### src/rtl/ascon_pack.sv
// Shared Ascon types: the 320-bit permutation state and the end-XOR mode encoding.
package ascon_pack;

    // Five 64-bit words; word 0 occupies bits [63:0], word 4 bits [319:256].
    typedef logic [4:0][63:0] type_state;

    // End-of-permutation XOR selection.
    typedef enum logic [1:0] {
        XOR_BYPASS   = 2'b00,
        XOR_KEY      = 2'b01,
        XOR_DSEP     = 2'b10,
        XOR_KEY_DSEP = 2'b11
    } xor_mode_t;

    // Domain-separation bit position inside state word 4.
    localparam int DSEP_BIT = 0;

    localparam int TAG_W = 128;

endpackage

### src/rtl/ascon_xor_end_stage.sv
// One valid/ready register slice carrying a state word set and its tag-capture flag.
// The slice accepts new data when empty or when its current contents leave this cycle,
// so a full chain of slices streams one item per cycle without bubbles.
module ascon_xor_end_stage
    import ascon_pack::*;
(
    input  logic      clock_i,
    input  logic      resetb_i,
    input  logic      up_valid,
    output logic      up_ready,
    input  type_state up_state,
    input  logic      up_tag,
    output logic      dn_valid,
    input  logic      dn_ready,
    output type_state dn_state,
    output logic      dn_tag
);

    logic      vld;
    logic      advance;
    logic      load;
    type_state state_q;
    logic      tag_q;

    assign advance  = vld & dn_ready;
    assign up_ready = !vld | advance;
    assign load     = up_valid & up_ready;

    // Occupancy: set on load, cleared when the contents leave with nothing replacing them.
    always_ff @(posedge clock_i or negedge resetb_i) begin
        if (!resetb_i) begin
            vld <= 1'b0;
        end else if (load) begin
            vld <= 1'b1;
        end else if (advance) begin
            vld <= 1'b0;
        end
    end

    // Payload capture; meaningful only while vld is set, so it carries no reset.
    always_ff @(posedge clock_i) begin
        if (load) begin
            state_q <= up_state;
            tag_q   <= up_tag;
        end
    end

    assign dn_valid = vld;
    assign dn_state = state_q;
    assign dn_tag   = tag_q;

endmodule

### src/rtl/ascon_xor_end_pipe.sv
// Pipelined, flow-controlled Ascon end-of-permutation XOR stage.
// The XOR is applied combinationally on the input side; PIPE_DEPTH register slices
// then only move data. Optional tag capture is enabled by defining ASCON_XOR_END_TAG_EN;
// without it tag_o and tag_valid_o are tied low and tag_capture_i is ignored.
module ascon_xor_end_pipe
    import ascon_pack::*;
#(
    parameter int KEY_W      = 128,
    parameter int PIPE_DEPTH = 1
) (
    input  logic             clock_i,
    input  logic             resetb_i,
    input  logic             valid_i,
    output logic             ready_o,
    input  type_state        state_i,
    input  logic [KEY_W-1:0] key_i,
    input  xor_mode_t        mode_i,
    input  logic             tag_capture_i,
    output logic             valid_o,
    input  logic             ready_i,
    output type_state        state_o,
    output logic [TAG_W-1:0] tag_o,
    output logic             tag_valid_o
);

    generate
        if (KEY_W != 128 && KEY_W != 160) begin : g_bad_key_w
            $fatal(1, "ascon_xor_end_pipe: KEY_W must be 128 or 160");
        end
        if (PIPE_DEPTH < 1 || PIPE_DEPTH > 4) begin : g_bad_depth
            $fatal(1, "ascon_xor_end_pipe: PIPE_DEPTH must be 1..4");
        end
    endgenerate

    // Extra key word for Ascon-80pq; zero for 128-bit keys so the XOR is a no-op there.
    logic [31:0] key_hi;
    generate
        if (KEY_W == 160) begin : g_key160
            assign key_hi = key_i[159:128];
        end else begin : g_key128
            assign key_hi = '0;
        end
    endgenerate

    function automatic type_state end_xor(input type_state s, input logic [127:0] k,
                                          input logic [31:0] khi, input xor_mode_t m);
        type_state r;
        r = s;
        if (m == XOR_KEY || m == XOR_KEY_DSEP) begin
            r[4]       = r[4] ^ k[63:0];
            r[3]       = r[3] ^ k[127:64];
            r[2][31:0] = r[2][31:0] ^ khi;
        end
        if (m == XOR_DSEP || m == XOR_KEY_DSEP) begin
            r[4][DSEP_BIT] = ~r[4][DSEP_BIT];
        end
        return r;
    endfunction

    // Chain links: index k feeds slice k, index PIPE_DEPTH is the output port.
    logic      vld_c [0:PIPE_DEPTH];
    logic      rdy_c [0:PIPE_DEPTH];
    type_state st_c  [0:PIPE_DEPTH];
    logic      tag_c [0:PIPE_DEPTH];

    assign vld_c[0]          = valid_i;
    assign st_c[0]           = end_xor(state_i, key_i[127:0], key_hi, mode_i);
    assign rdy_c[PIPE_DEPTH] = ready_i;
    assign ready_o           = rdy_c[0];
    assign valid_o           = vld_c[PIPE_DEPTH];
    // Stale slice contents never reach the port: the output reads zero while empty.
    assign state_o           = vld_c[PIPE_DEPTH] ? st_c[PIPE_DEPTH] : '0;

    generate
        for (genvar k = 0; k < PIPE_DEPTH; k++) begin : g_stage
            ascon_xor_end_stage u_stage (
                .clock_i  (clock_i),
                .resetb_i (resetb_i),
                .up_valid (vld_c[k]),
                .up_ready (rdy_c[k]),
                .up_state (st_c[k]),
                .up_tag   (tag_c[k]),
                .dn_valid (vld_c[k+1]),
                .dn_ready (rdy_c[k+1]),
                .dn_state (st_c[k+1]),
                .dn_tag   (tag_c[k+1])
            );
        end
    endgenerate

`ifdef ASCON_XOR_END_TAG_EN
    logic             out_xfer;
    logic             in_xfer;
    logic [TAG_W-1:0] tag_q;
    logic             tag_vld_q;

    assign tag_c[0] = tag_capture_i;
    assign out_xfer = valid_o & ready_i;
    assign in_xfer  = valid_i & ready_o;

    // Tag register: a flagged output transfer captures; a new flagged input invalidates.
    always_ff @(posedge clock_i or negedge resetb_i) begin
        if (!resetb_i) begin
            tag_q     <= '0;
            tag_vld_q <= 1'b0;
        end else if (out_xfer && tag_c[PIPE_DEPTH]) begin
            tag_q     <= {state_o[3], state_o[4]};
            tag_vld_q <= 1'b1;
        end else if (in_xfer && tag_capture_i) begin
            tag_vld_q <= 1'b0;
        end
    end

    assign tag_o       = tag_q;
    assign tag_valid_o = tag_vld_q;
`else
    logic unused_tag;

    assign tag_c[0]    = 1'b0;
    assign unused_tag  = tag_capture_i | tag_c[PIPE_DEPTH];
    assign tag_o       = '0;
    assign tag_valid_o = 1'b0;
`endif

endmodule

### config.mk
export PLATFORM = sky130hd
export DESIGN_NAME = ascon_xor_end_pipe
export DESIGN_NICKNAME = d
export VERILOG_FILES = /design/src/rtl/ascon_pack.sv /design/src/rtl/ascon_xor_end_stage.sv /design/src/rtl/ascon_xor_end_pipe.sv
export SDC_FILE = /design/constraint.sdc
export NUM_CORES = 1
export LEC_CHECK = 0
export CORE_AREA = 2 2 349 351
export DETAILED_ROUTE_END_ITERATION = 10
export DIE_AREA = 0 0 351 353
export GPL_TIMING_DRIVEN = 0
export SLEW_MARGIN = 40
export SYNTH_ARGS = -nofsm -noshare
export SYNTH_HDL_FRONTEND = slang
export SYNTH_HIERARCHICAL = 1
export SYNTH_SLANG_ARGS = --single-unit
### constraint.sdc
create_clock -name clock_i -period 9.4 [get_ports clock_i]
set_input_delay 0.94 -clock clock_i [delete_from_list [all_inputs] [get_ports clock_i]]
set_output_delay 0.94 -clock clock_i [all_outputs]
set_load 0.05 [all_outputs]
==> results of run 1 <==
==> metrics by stage <==
step / instance area, um2 / util / hold WS, ps / worst slack [ps]
finish: 26400 / 0.219 / 476 / 4910
detailed placement: 24900 / 0.207 / 986 / 5250
floorplan: 15100 / - / 644 / 5530
CTS: 26400 / 0.219 / 406 / 4550
global placement: 24800 / 0.206 / 986 / 3710
global route: 26400 / 0.219 / 437 / 4520
==> how the worst min path moves through the flow <==
| stage | to | slack [ps] | depth (start not counted) |
|---|---|---|---|
| 2_1_floorplan | g_stage[0].u_stage/dn_valid | 640 | 0 |
| 3_3_place_gp | g_stage[0].u_stage/dn_valid | 990 | 2 |
| 3_5_place_dp | g_stage[0].u_stage/dn_valid | 990 | 2 |
| 4_1_cts | g_stage[0].u_stage/dn_valid | 410 | 1 |
| 5_1_grt | g_stage[0].u_stage/dn_valid | 440 | 1 |
| 6_report | g_stage[0].u_stage/dn_valid | 480 | 1 |
==> metal layers <==
layer	track usage	routed length (um)
met5	0	76
met2	0.203	37000
met1	0.150	32800
met4	0.0280	1710
met3	0.0428	7300
==> critical path: cells and delay by family, from the launching register on <==
family / cells / cell delay [ps]
simple gates: 1 / 220
buf+inv: 3 / 1890
flops: 1 / 820
==> layout make-up <==
cell class / count / area, um2
Multi-Input combinational cell: 709 / 4130
Sequential cell: 321 / 9630
Clock inverter: 27 / 279
Fill cell: 13011 / 94200
Timing Repair Buffer: 782 / 7860
Antenna cell: 9 / 22.5
Clock buffer: 53 / 1130
Buffer: 178 / 1290
Tap cell: 1625 / 2030
==> state kept, by name, indices dropped and copies added (netlist names) <==
name / count
g_stage.u_stage/dn_state: 320
g_stage.u_stage/dn_valid: 1
==> power groups by stage <==
stage	clock network (mW)	registers, mW	logic [mW]
after floorplan	0	1.74	0.713
after global placement	0	1.77	1.27
after detailed placement	0	1.76	1.28
after CTS	1.76	1.73	1.28
after global routing	1.79	1.74	1.32
final	1.67	1.73	1.26
==> impl_metrics.env, run 1 <==
export IMPL_place_congestion=0.904
export IMPL_post_cts_buffers=0
export IMPL_seq_power_share=0.371
export IMPL_finClkSkew_ps=30.3
export IMPL_grt_ovfl_total=0
export IMPL_timing_critical_path_to="state_o[191]"
export IMPL_worstPathRequired_ps=8460
export IMPL_nNetsFinal=2491
export IMPL_final_cells=3704
export IMPL_leakagePower_nw=9.54
export IMPL_worst_setup_path_type="reg -> out"
export IMPL_cts_htree_levels=2
export IMPL_grt_pass1_vias=11354
export IMPL_total_power_mw=4.66
export IMPL_peakVddDrop_mv=0.0985
export IMPL_netlist_area_um2=14600
export IMPL_cts_resized_gates=0
export IMPL_hold_viol=0
export IMPL_powerDensity_nw_per_um2=177
export IMPL_power_switching_mw=1.54
export IMPL_end_kind="output pin"
export IMPL_clock_fmax_mhz=223
export IMPL_initial_core_util=0.121
export IMPL_maxCapViolations=0
export IMPL_post_route_period_util=0.478
export IMPL_grt_pass1_wl_um=101000
export IMPL_rsz0062_at_grt="no"
export IMPL_tns_ps=0
export IMPL_p_int_mw=3.12
export IMPL_worst_path_max_delay_cell="clkdlybuf4s50_1"
export IMPL_yosys_warnings=6
export IMPL_worst_pin_slew_ps=806
export IMPL_ios=906
export IMPL_reg2regPathDepth=4
export IMPL_area_growth_pct=81.0
export IMPL_drt_iter0_drc=514
export IMPL_drc=0
export IMPL_cp_cell_sequence="buf_2 > clkbuf_2 > and2_1 > clkdlybuf4s50_1"
export IMPL_drv_slew=0
export IMPL_layout_common_cells="clkdlybuf4s50_1 (764), and2_1 (320), edfxtp_1 (320)"
export IMPL_syn_inst=1080
export IMPL_setup_viol=0
export IMPL_ant_nets=0
export IMPL_drive_gt1_frac=0.127
export IMPL_swShare=0.331
export IMPL_routed_wl_um=78800
export IMPL_antenna_found_initial=18
export IMPL_setup_worst_path_start_class="flop"
export IMPL_path_clk_slew_ps=60
export IMPL_rows=128
export IMPL_cts_buffer_depth=3
export IMPL_cts_root_buf="clkbuf_16"
export IMPL_wl_per_cell_um=21.3
export IMPL_portBuffers=774
export IMPL_gr_usage_all_layers=0.122
export IMPL_die_h_um=353
export IMPL_pwr_share_clk=0.358
export IMPL_dr_pass1_iters=5
export IMPL_p_comb_frac=0.271
export IMPL_die_w_um=351
export IMPL_startpoint="g_stage[0].u_stage/dn_valid"
export IMPL_die_area_um2=124000
export IMPL_insertion_delay_ps=600
export IMPL_status="finished, final reports clean"
export IMPL_rrSetupSlack_ps=7030
export IMPL_reg2reg_to="g_stage[0].u_stage/dn_state[182]"
export IMPL_grt_max_degree=42
export IMPL_dp_hpwl_um=66700
export IMPL_cp_max_fo=12
export IMPL_slew_headroom=0.461
export IMPL_max_stage_delay_ps=930
export IMPL_reg2reg_from="g_stage[0].u_stage/dn_valid"
export IMPL_numCtsBuffers=44
export IMPL_cts_tree="built"
export IMPL_ctsHoldBuffers=0
export IMPL_arrival_ps=3550
export IMPL_place_inst=3615
export IMPL_layout_commonest_cell="clkdlybuf4s50_1"
export IMPL_clock_sinks=321
export IMPL_syn_area_per_cell_um2=13.5
export IMPL_fin_crit_ps=4490
export IMPL_hold_path_class="in -> async"
export IMPL_vias=11288
export IMPL_via_per_inst=3.05
export IMPL_core_area_um2=121000
Note: power is estimated with default switching activity, not from simulation.
==> run 2, diff against run 1 <==
Settings changed: CORE_AREA 2 2 349 351 to 2 2 358 360, DIE_AREA 0 0 351 353 to 0 0 360 362.
Clock period 9.4 ns to 4.2 ns, I/O delays scaled along.
==> impl_metrics.env, run 2 (synthesis gave the netlist of run 1 again) <==
export IMPL_setup_worst_path_start_class="flop"
export IMPL_maxCapViolations=0
export IMPL_worstPathRequired_ps=3780
export IMPL_grt_ovfl_total=0
export IMPL_numCtsBuffers=46
export IMPL_place_congestion=0.865
export IMPL_hold_viol=0
export IMPL_portBuffers=774
export IMPL_fin_crit_ps=3730
export IMPL_stdcell_area_um2=26500
export IMPL_min_path_cells=1
export IMPL_place_inst=3653
export IMPL_core_area_um2=127000
export IMPL_rrSetupSlack_ps=1840
export IMPL_final_util=0.209
export IMPL_worst_setup_path_type="reg -> out"
export IMPL_end_kind="output pin"
export IMPL_final_cells=3746
export IMPL_drive_gt1_frac=0.130
export IMPL_rows=131
export IMPL_post_cts_buffers=0
export IMPL_whs_endpoint="g_stage[0].u_stage/dn_state[132]"
export IMPL_area_growth_pct=82.0
export IMPL_cts_htree_levels=2
export IMPL_reg2reg_to="g_stage[0].u_stage/dn_state[234]"
export IMPL_grt_max_degree=43
export IMPL_leakagePower_nw=9.60
export IMPL_peakVddDrop_mv=0.256
export IMPL_rsz0062_at_grt="no"
export IMPL_vias=11333
export IMPL_cp_max_fo=11
export IMPL_hold_path_class="in -> reg"
export IMPL_cts_root_buf="clkbuf_16"
export IMPL_dr_pass1_iters=5
export IMPL_layout_common_cells="clkdlybuf4s50_1 (761), and2_1 (320), edfxtp_1 (320)"
export IMPL_die_area_um2=130000
export IMPL_cts_buffer_depth=3
export IMPL_grt_pass1_wl_um=109000
export IMPL_dp_hpwl_um=74400
export IMPL_total_power_mw=10.7
export IMPL_insertion_delay_ps=610
export IMPL_slew_headroom=0.430
export IMPL_die_h_um=362
export IMPL_worst_pin_slew_ps=853
export IMPL_antenna_found_initial=42
export IMPL_path_clk_slew_ps=50
export IMPL_drv_slew=0
export IMPL_wl_per_cell_um=23.1
export IMPL_finClkSkew_ps=16.3
export IMPL_cts_tree="built"
export IMPL_reg2reg_from="g_stage[0].u_stage/dn_valid"
export IMPL_clock_sinks=321
export IMPL_grt_pass1_vias=11249
export IMPL_ios=906
export IMPL_status="finished, final reports clean"
export IMPL_arrival_ps=3310
export IMPL_nNetsFinal=2495
export IMPL_clock_fmax_mhz=268
export IMPL_tns_ps=0
export IMPL_initial_core_util=0.115
export IMPL_post_route_period_util=0.888
export IMPL_reg2regPathDepth=5
export IMPL_gr_usage_all_layers=0.128
export IMPL_drt_iter0_drc=658
export IMPL_routed_wl_um=86600
export IMPL_hp_start="state_i[132]"
export IMPL_via_per_inst=3.03
export IMPL_die_w_um=360
export IMPL_largest_reg_flops=320
export IMPL_powerDensity_nw_per_um2=403
export IMPL_drc=0
export IMPL_dpl_instance_area_um2=25000
export IMPL_layout_commonest_cell="clkdlybuf4s50_1"
export IMPL_setup_viol=0
export IMPL_ant_nets=0
[run 2: routing by layer]
metal / up-vias / global-route usage / wire length [um]
li1: 5239 / - / -
met1: 5365 / 0.155 / 35900
met2: 564 / 0.208 / 39800
met3: 119 / 0.0581 / 8870
met4: 46 / 0.0260 / 1680
met5: - / 0 / 309
[run 2: layout make-up]
type	count	area, um2
sequential	321	9640
tap	1662	2080
multi-input combinational	709	4130
fill	13700	100000
clock buffer	59	1210
buffer	178	1300
clock inverter	26	293
antenna	7	17.5
timing repair buffer	784	7870
[run 2: worst max path at each step]
stage	startpoint	to	slack (ps)	depth (start not counted)
2_1_floorplan	g_stage[0].u_stage/dn_valid	g_stage[0].u_stage/dn_state[0]	590	2
3_3_place_gp	ready_i	g_stage[0].u_stage/dn_state[270]	-980	3
3_5_place_dp	g_stage[0].u_stage/dn_valid	state_o[273]	460	4
4_1_cts	g_stage[0].u_stage/dn_valid	state_o[273]	80	4
5_1_grt	g_stage[0].u_stage/dn_valid	state_o[273]	110	4
6_report	g_stage[0].u_stage/dn_valid	state_o[273]	470	4
[run 2: critical path: stages, from the launching register on]
cell and delay [ps]:
dfrtp_2 620, buf_2 560, clkbuf_2 370, and2_1 180, clkdlybuf4s50_1 950
[run 2: power by group]
part	leakage (nW)	internal (mW)	switching (mW)
registers	3.06	3.79	0.0858
logic	5.83	1.06	1.79
clock network	0.721	2.35	1.62
total	9.60	7.19	3.50
[run 2: repair_timing]
action                                  4_1_cts  5_1_grt
endpoints found under the setup margin       18        0
endpoints found under the hold margin         1        0
hold buffers                                  1        0
resized for setup                             1        0
[run 2: stage by stage]
step	worst slack, ps	hold slack (ps)
floorplan	592	124
global placement	-979	569
global route	112	305
finish	469	367
CTS	77.2	293
detailed placement	459	574
